<file path="config.mk">
export PLATFORM = sky130hd
export DESIGN_NAME = fifo_rd_stream_flat
export DESIGN_NICKNAME = d
export VERILOG_FILES = /design/src/rtl/fifo_rd_stream_pkg.sv /design/src/rtl/fifo_rd_stream_if.sv /design/src/rtl/skid_queue2.sv /design/src/rtl/fifo_rd_stream.sv /design/src/flat_wrapper.sv
export SDC_FILE = /design/constraint.sdc
export NUM_CORES = 1
export LEC_CHECK = 0
export ABC_AREA = 1
export CAP_MARGIN = 40
export CELL_PAD_IN_SITES_DETAIL_PLACEMENT = 1
export CELL_PAD_IN_SITES_GLOBAL_PLACEMENT = 2
export CORE_MARGIN = 8
export CORE_UTILIZATION = 32
export DETAILED_ROUTE_END_ITERATION = 8
export PLACE_DENSITY_LB_ADDON = 0.2
export SLEW_MARGIN = 20
export SYNTH_ARGS = -nofsm -noshare
export SYNTH_HDL_FRONTEND = slang
export SYNTH_SLANG_ARGS = --single-unit
export TNS_END_PERCENT = 100
</file>
<file path="constraint.sdc">
create_clock -name clk -period 5.3 [get_ports clk]
set_clock_uncertainty 0.2 [all_clocks]
set_input_delay 0.53 -clock clk [delete_from_list [all_inputs] [get_ports clk]]
set_output_delay 0.53 -clock clk [all_outputs]
set_load 0.02 [all_outputs]
</file>
<file path="src/rtl/fifo_rd_stream_pkg.sv">
// Shared constants and word encoding for the read-stream block and the buffer it drains.
package fifo_rd_stream_pkg;

    localparam int DEF_ADDR_WIDTH = 4;
    localparam int DEF_DATA_WIDTH = 8;

    typedef enum logic [1:0] {
        BASE_A = 2'd0,
        BASE_C = 2'd1,
        BASE_G = 2'd2,
        BASE_T = 2'd3
    } base_t;

    // One buffered word: nucleotide in the top two bits, quality score below.
    typedef struct packed {
        base_t                    base;
        logic [DEF_DATA_WIDTH-3:0] score;
    } base_word_t;

endpackage

</file>
<file path="src/rtl/fifo_rd_stream_if.sv">
// Bundle of buffer-side and stream-side signals around the read-stream block.
interface fifo_rd_stream_if
    import fifo_rd_stream_pkg::*;
#(
    parameter int ADDR_WIDTH = DEF_ADDR_WIDTH,
    parameter int DATA_WIDTH = DEF_DATA_WIDTH
);

    logic                  clr;
    logic                  wr;
    logic                  rd;
    logic [DATA_WIDTH-1:0] rd_data;
    logic                  m_valid;
    logic [DATA_WIDTH-1:0] m_data;
    logic                  m_ready;
    logic [ADDR_WIDTH:0]   count;
    logic                  empty;
    logic                  full;
    logic                  overflow;

    modport master (
        input  clr, wr, rd_data, m_ready,
        output rd, m_valid, m_data, count, empty, full, overflow
    );

    modport slave (
        output clr, wr, rd_data, m_ready,
        input  rd, m_valid, m_data, count, empty, full, overflow
    );

endinterface

</file>
<file path="src/rtl/skid_queue2.sv">
// Two-entry FIFO catching registered memory read data ahead of the output stream.
module skid_queue2
    import fifo_rd_stream_pkg::*;
#(
    parameter int DATA_WIDTH = DEF_DATA_WIDTH
) (
    input  logic                  clk,
    input  logic                  reset,
    input  logic                  clr,
    input  logic                  push,
    input  logic [DATA_WIDTH-1:0] push_data,
    input  logic                  pop,
    output logic [DATA_WIDTH-1:0] head,
    output logic [1:0]            occupancy
);

    logic [DATA_WIDTH-1:0] entry0_q;
    logic [DATA_WIDTH-1:0] entry1_q;
    logic [1:0]            occ_q;
    logic                  do_pop;
    logic                  do_push;

    assign do_pop  = pop && (occ_q != 2'd0);
    assign do_push = push && ((occ_q != 2'd2) || do_pop);

    // entry0 is always the head; a pop shifts entry1 forward.
    always_ff @(posedge clk or negedge reset) begin
        if (!reset) begin
            entry0_q <= '0;
            entry1_q <= '0;
            occ_q    <= 2'd0;
        end else if (clr) begin
            entry0_q <= '0;
            entry1_q <= '0;
            occ_q    <= 2'd0;
        end else begin
            case ({do_push, do_pop})
                2'b10: begin
                    if (occ_q == 2'd0) begin
                        entry0_q <= push_data;
                    end else begin
                        entry1_q <= push_data;
                    end
                    occ_q <= occ_q + 2'd1;
                end
                2'b01: begin
                    entry0_q <= entry1_q;
                    occ_q    <= occ_q - 2'd1;
                end
                2'b11: begin
                    if (occ_q == 2'd1) begin
                        entry0_q <= push_data;
                    end else begin
                        entry0_q <= entry1_q;
                        entry1_q <= push_data;
                    end
                end
                default: begin
                end
            endcase
        end
    end

    assign head      = entry0_q;
    assign occupancy = occ_q;

endmodule

</file>
<file path="src/rtl/fifo_rd_stream.sv">
// Drains a buffer with a registered read port into a valid/ready stream,
// tracking occupancy from writer pushes and its own pops.
module fifo_rd_stream
    import fifo_rd_stream_pkg::*;
#(
    parameter int ADDR_WIDTH = DEF_ADDR_WIDTH,
    parameter int DATA_WIDTH = DEF_DATA_WIDTH
) (
    input  logic             clk,
    input  logic             reset,
    fifo_rd_stream_if.master bus
);

    localparam logic [ADDR_WIDTH:0] DEPTH = {1'b1, {ADDR_WIDTH{1'b0}}};
    localparam logic [ADDR_WIDTH:0] ONE   = {{ADDR_WIDTH{1'b0}}, 1'b1};

    logic [ADDR_WIDTH:0]   count_q;
    logic                  overflow_q;
    logic                  in_flight_q;
    logic [1:0]            occupancy;
    logic [1:0]            credits_used;
    logic [DATA_WIDTH-1:0] head;
    logic                  empty_int;
    logic                  full_int;
    logic                  pop;
    logic                  rd_int;
    logic                  wr_accept;

    assign empty_int    = (count_q == '0);
    assign full_int     = (count_q == DEPTH);
    assign pop          = (occupancy != 2'd0) && bus.m_ready;
    assign credits_used = occupancy + {1'b0, in_flight_q};

    // Queue slots plus the word in flight form two credits; a same-cycle pop frees one.
    always_comb begin
        rd_int = 1'b0;
        if (!bus.clr && !empty_int) begin
            if (credits_used < 2'd2) begin
                rd_int = 1'b1;
            end else if ((credits_used == 2'd2) && pop) begin
                rd_int = 1'b1;
            end
        end
    end

    assign wr_accept = bus.wr && (!full_int || rd_int);

    always_ff @(posedge clk or negedge reset) begin
        if (!reset) begin
            count_q     <= '0;
            overflow_q  <= 1'b0;
            in_flight_q <= 1'b0;
        end else if (bus.clr) begin
            count_q     <= '0;
            overflow_q  <= 1'b0;
            in_flight_q <= 1'b0;
        end else begin
            in_flight_q <= rd_int;
            if (bus.wr && full_int && !rd_int) begin
                overflow_q <= 1'b1;
            end
            case ({wr_accept, rd_int})
                2'b10:   count_q <= count_q + ONE;
                2'b01:   count_q <= count_q - ONE;
                default: count_q <= count_q;
            endcase
        end
    end

    // Clearing in_flight on clr is what drops the read data still arriving.
    skid_queue2 #(
        .DATA_WIDTH(DATA_WIDTH)
    ) u_queue (
        .clk       (clk),
        .reset     (reset),
        .clr       (bus.clr),
        .push      (in_flight_q),
        .push_data (bus.rd_data),
        .pop       (pop),
        .head      (head),
        .occupancy (occupancy)
    );

    assign bus.rd       = rd_int;
    assign bus.m_valid  = (occupancy != 2'd0);
    assign bus.m_data   = head;
    assign bus.count    = count_q;
    assign bus.empty    = empty_int;
    assign bus.full     = full_int;
    assign bus.overflow = overflow_q;

endmodule

</file>
<file path="src/flat_wrapper.sv">
// flat-port wrapper written by rule: the top's interface ports become plain ports
module fifo_rd_stream_flat import fifo_rd_stream_pkg::*;
#(
    parameter int ADDR_WIDTH = DEF_ADDR_WIDTH,
    parameter int DATA_WIDTH = DEF_DATA_WIDTH
)
  (clk, reset, bus_clr, bus_wr, bus_rd_data, bus_m_ready, bus_rd, bus_m_valid, bus_m_data, bus_count, bus_empty, bus_full, bus_overflow);
  fifo_rd_stream_if #(.ADDR_WIDTH(ADDR_WIDTH), .DATA_WIDTH(DATA_WIDTH)) bus_i ();
  input  logic clk;
  input  logic reset;
  input wire logic [$bits(bus_i.clr)-1:0] bus_clr;
  input wire logic [$bits(bus_i.wr)-1:0] bus_wr;
  input wire logic [$bits(bus_i.rd_data)-1:0] bus_rd_data;
  input wire logic [$bits(bus_i.m_ready)-1:0] bus_m_ready;
  output wire logic [$bits(bus_i.rd)-1:0] bus_rd;
  output wire logic [$bits(bus_i.m_valid)-1:0] bus_m_valid;
  output wire logic [$bits(bus_i.m_data)-1:0] bus_m_data;
  output wire logic [$bits(bus_i.count)-1:0] bus_count;
  output wire logic [$bits(bus_i.empty)-1:0] bus_empty;
  output wire logic [$bits(bus_i.full)-1:0] bus_full;
  output wire logic [$bits(bus_i.overflow)-1:0] bus_overflow;
  assign bus_i.clr = bus_clr;
  assign bus_i.wr = bus_wr;
  assign bus_i.rd_data = bus_rd_data;
  assign bus_i.m_ready = bus_m_ready;
  assign bus_rd = bus_i.rd;
  assign bus_m_valid = bus_i.m_valid;
  assign bus_m_data = bus_i.m_data;
  assign bus_count = bus_i.count;
  assign bus_empty = bus_i.empty;
  assign bus_full = bus_i.full;
  assign bus_overflow = bus_i.overflow;
  fifo_rd_stream #(.ADDR_WIDTH(ADDR_WIDTH), .DATA_WIDTH(DATA_WIDTH)) u_core (.clk(clk), .reset(reset), .bus(bus_i));
endmodule
</file>
==> impl_metrics.yaml <==
outcome:
  outcome: "completed"
clock_network:
  ctsResizeCount: 0
  cts_tree: "built"
  clk_pin_slew_ns: 0.10
  cts_setup_buffers: 0
  cts.path.max_buffers: 2
  htree_levels: 1
  root_buffer: "clkbuf_8"
  clkSinkCount: 25
  clkLatencyLatePin_ns: 0.27
  hold_buffers: 0
  cts_buffers: 3
finish:
  nets: 228
  area_growth_pct: 27.5
  antenna_cells: 0
  multi_input_area_sq_um: 738
  drive_above_1_share: 0.0971
  post-route-util: 0.425
  nFillCells: 537
  seq_area_sq_um: 626
global_routing:
  grt_pass1_vias: 1456
  grt_overflow: 0
  grt_max_degree: 26
  grt_pass1_wl_um: 7150
  grt_antenna_before_repair: 0
  track_usage: 0.120
timing:
  slew-limit-headroom: 0.658
  tightestPinTransition_ns: 0.512
  slew_viol_final: 0
  hold_viol: 0
  setup_viol: 0
  tns_ns: 0
  post-route-min-period_ns: 2.97
  fmax_ghz: 0.336
  worst_slack_ns: 2.33
  period_share: 0.561
  rsz0062_at_grt: "false"
power_and_ir_drop:
  powerDensity_nw_per_um2: 514
  vdd_drop_max_mv: 0.199
  p_leak_nw: 0.915
yosys:
  seq_area_frac_synth: 0.428
  synth_top_area_frac: 0.428
  yosys_warnings: 0
  synth_cell_type_count: 29
  synth_top_area_cell: "dfrtp_1"
  synth.avg_cell_area_sq_um: 8.40
  synthCells: 174
  synth_nets: 195
  syn-cell-area_sq_um: 1460
  synth_area_leaders: "dfrtp_1 (43%), nand3_1 (11%), nand2_1 (8.2%)"
  synth_edf_count: 0
  ys_seq_elements: 25
  async_reset_ff_frac: 1.00
  synth_ff_type: "dfrtp_1"
setup_path:
  cp_slowest_cell: "clkdlybuf4s50_1"
  max_stage_delay_ns: 0.60
  crit_fanout: 19
  cp_cell_sequence: "clkdlybuf4s50_1 > inv_2 > nand3_2 > inv_1 > clkdlybuf4s50_1"
  critPathLaunchType: "input port"
  crit_arrival_ns: 2.24
  rrSetupSlack_ns: 2.52
  end_kind: "primary output"
  crit_top_cell: "clkdlybuf4s50_1"
  crit_type: "input port to primary output"
  cp.required_ns: 4.57
place:
  gp_congestion: 0.754
  port_buffers: 30
  place_ws_ns: 2.12
  hpwl_um: 3270
detailed_routing:
  drt-pass1-iter-count: 4
  vias: 1345
  drt_wl_total_um: 4190
  post-route-drc-count: 0
  viasPerCell: 5.21
  wire_per_inst_um: 16.2
  ant_nets: 0
  drtIter0Drc: 45
die:
  io_pins: 31
  initial_core_util: 0.333
  coreArea_sq_um: 4380
  num_rows: 24
  die_height_um: 83.6
  die_x_um: 83.6
  die_area_sq_um: 6990
worst_hold_path:
  hold_class: "register to register"
run:
  maxCapViolations: 0
## registers in the layout, summed over array words and instances, names as in the netlist
| name | flops |
|---|---|
| u_core.u_queue.entry1_q | 8 |
| u_core.in_flight_q | 1 |
| u_core.u_queue.occupancy | 2 |
| u_core.u_queue.head | 8 |
| u_core.bus.count | 5 |
| u_core.bus.overflow | 1 |
## power breakdown
part           switching [mW]  leakage [nW]  total, mW  internal [mW]
clock                  0.0651        0.0217      0.118         0.0533
combinational           0.327         0.559      0.542          0.215
sequential             0.0489         0.334      0.297          0.248
## cells in the mapped netlist, types with 2 or more instances
library cell,number
xnor2_1,2
nand3b_1,2
nand2_4,2
nor2_1,13
nand4_1,3
dfrtp_1,25
inv_1,14
o31ai_1,7
nand3_1,33
a21oi_1,9
inv_2,5
nand2_1,32
o21ai_1,4
ha_1,7
nand2_2,2
## worst max-delay path, delay by kind of cell
| family | cells | cell delay, ns |
|---|---|---|
| buffers and inverters | 4 | 1.51 |
| AND/OR/NAND/NOR | 1 | 0.19 |
## final timing paths
kind	start	end	cells past startpoint
max reg2reg	u_core.u_queue.occupancy[0]	u_core.bus.count[4]	16
min	u_core.u_queue.head[4]	u_core.u_queue.head[4]	2
min reg2reg	u_core.u_queue.head[4]	u_core.u_queue.head[4]	2
max	bus_clr	bus_rd	5
min in group asynchronous	reset	u_core.u_queue.head[2]	2
max in group asynchronous	reset	u_core.u_queue.occupancy[0]	2
## final cells by class
type                    instances  area share
clock inverters                 1     0.00403
inverters                      20      0.0416
multi-input cells             126       0.396
well taps                      52      0.0349
repair buffers                 31       0.165
flip-flops and latches         25       0.336
clock buffers                   3      0.0222
## placed cells by master (no fill, tap or decap), types with 2 or more instances in the layout
master	instances
a21oi_1	9
nand3b_1	2
o31ai_1	7
nand2_1	32
nand2_2	2
nor2_1	13
o21ai_1	4
inv_2	5
nand2_4	2
clkbuf_8	3
inv_1	14
clkdlybuf4s50_1	30
dfrtp_1	25
ha_1	7
nand3_1	33
xnor2_1	2
nand4_1	3
## stage by stage
step	hold slack (ns)	total power [mW]	std cells	area, sq um
3_5_place_dp	0.300	0.850	254	1810
5_1_grt	0.363	1.03	258	1860
3_3_place_gp	0.289	0.833	254	1810
2_1_floorplan	0.0344	0.639	174	1460
4_1_cts	0.327	0.972	258	1860
6_report	0.322	0.958	258	1860
## routing by layer
metal	vias up	GRT usage	wire length (um)
li1	654	-	-
met1	661	0.139	1890
met2	26	0.216	2120
met3	4	0.0186	129
met4	0	0.0377	50
met5	-	0	0
## cell families (layout without fill, tap and decap cells)
logic type | count (synthesis) | in the layout | synth area share
xor+xnor | 3 | 3 | 0.0180
simple gates | 89 | 89 | 0.291
flops | 25 | 25 | 0.428
fa+ha+maj | 8 | 8 | 0.0736
compound gates | 25 | 25 | 0.116
buf+inv | 23 | 55 | 0.0668
mux | 1 | 1 | 0.00685
No activity file was read; power rests on OpenSTA's default activity.
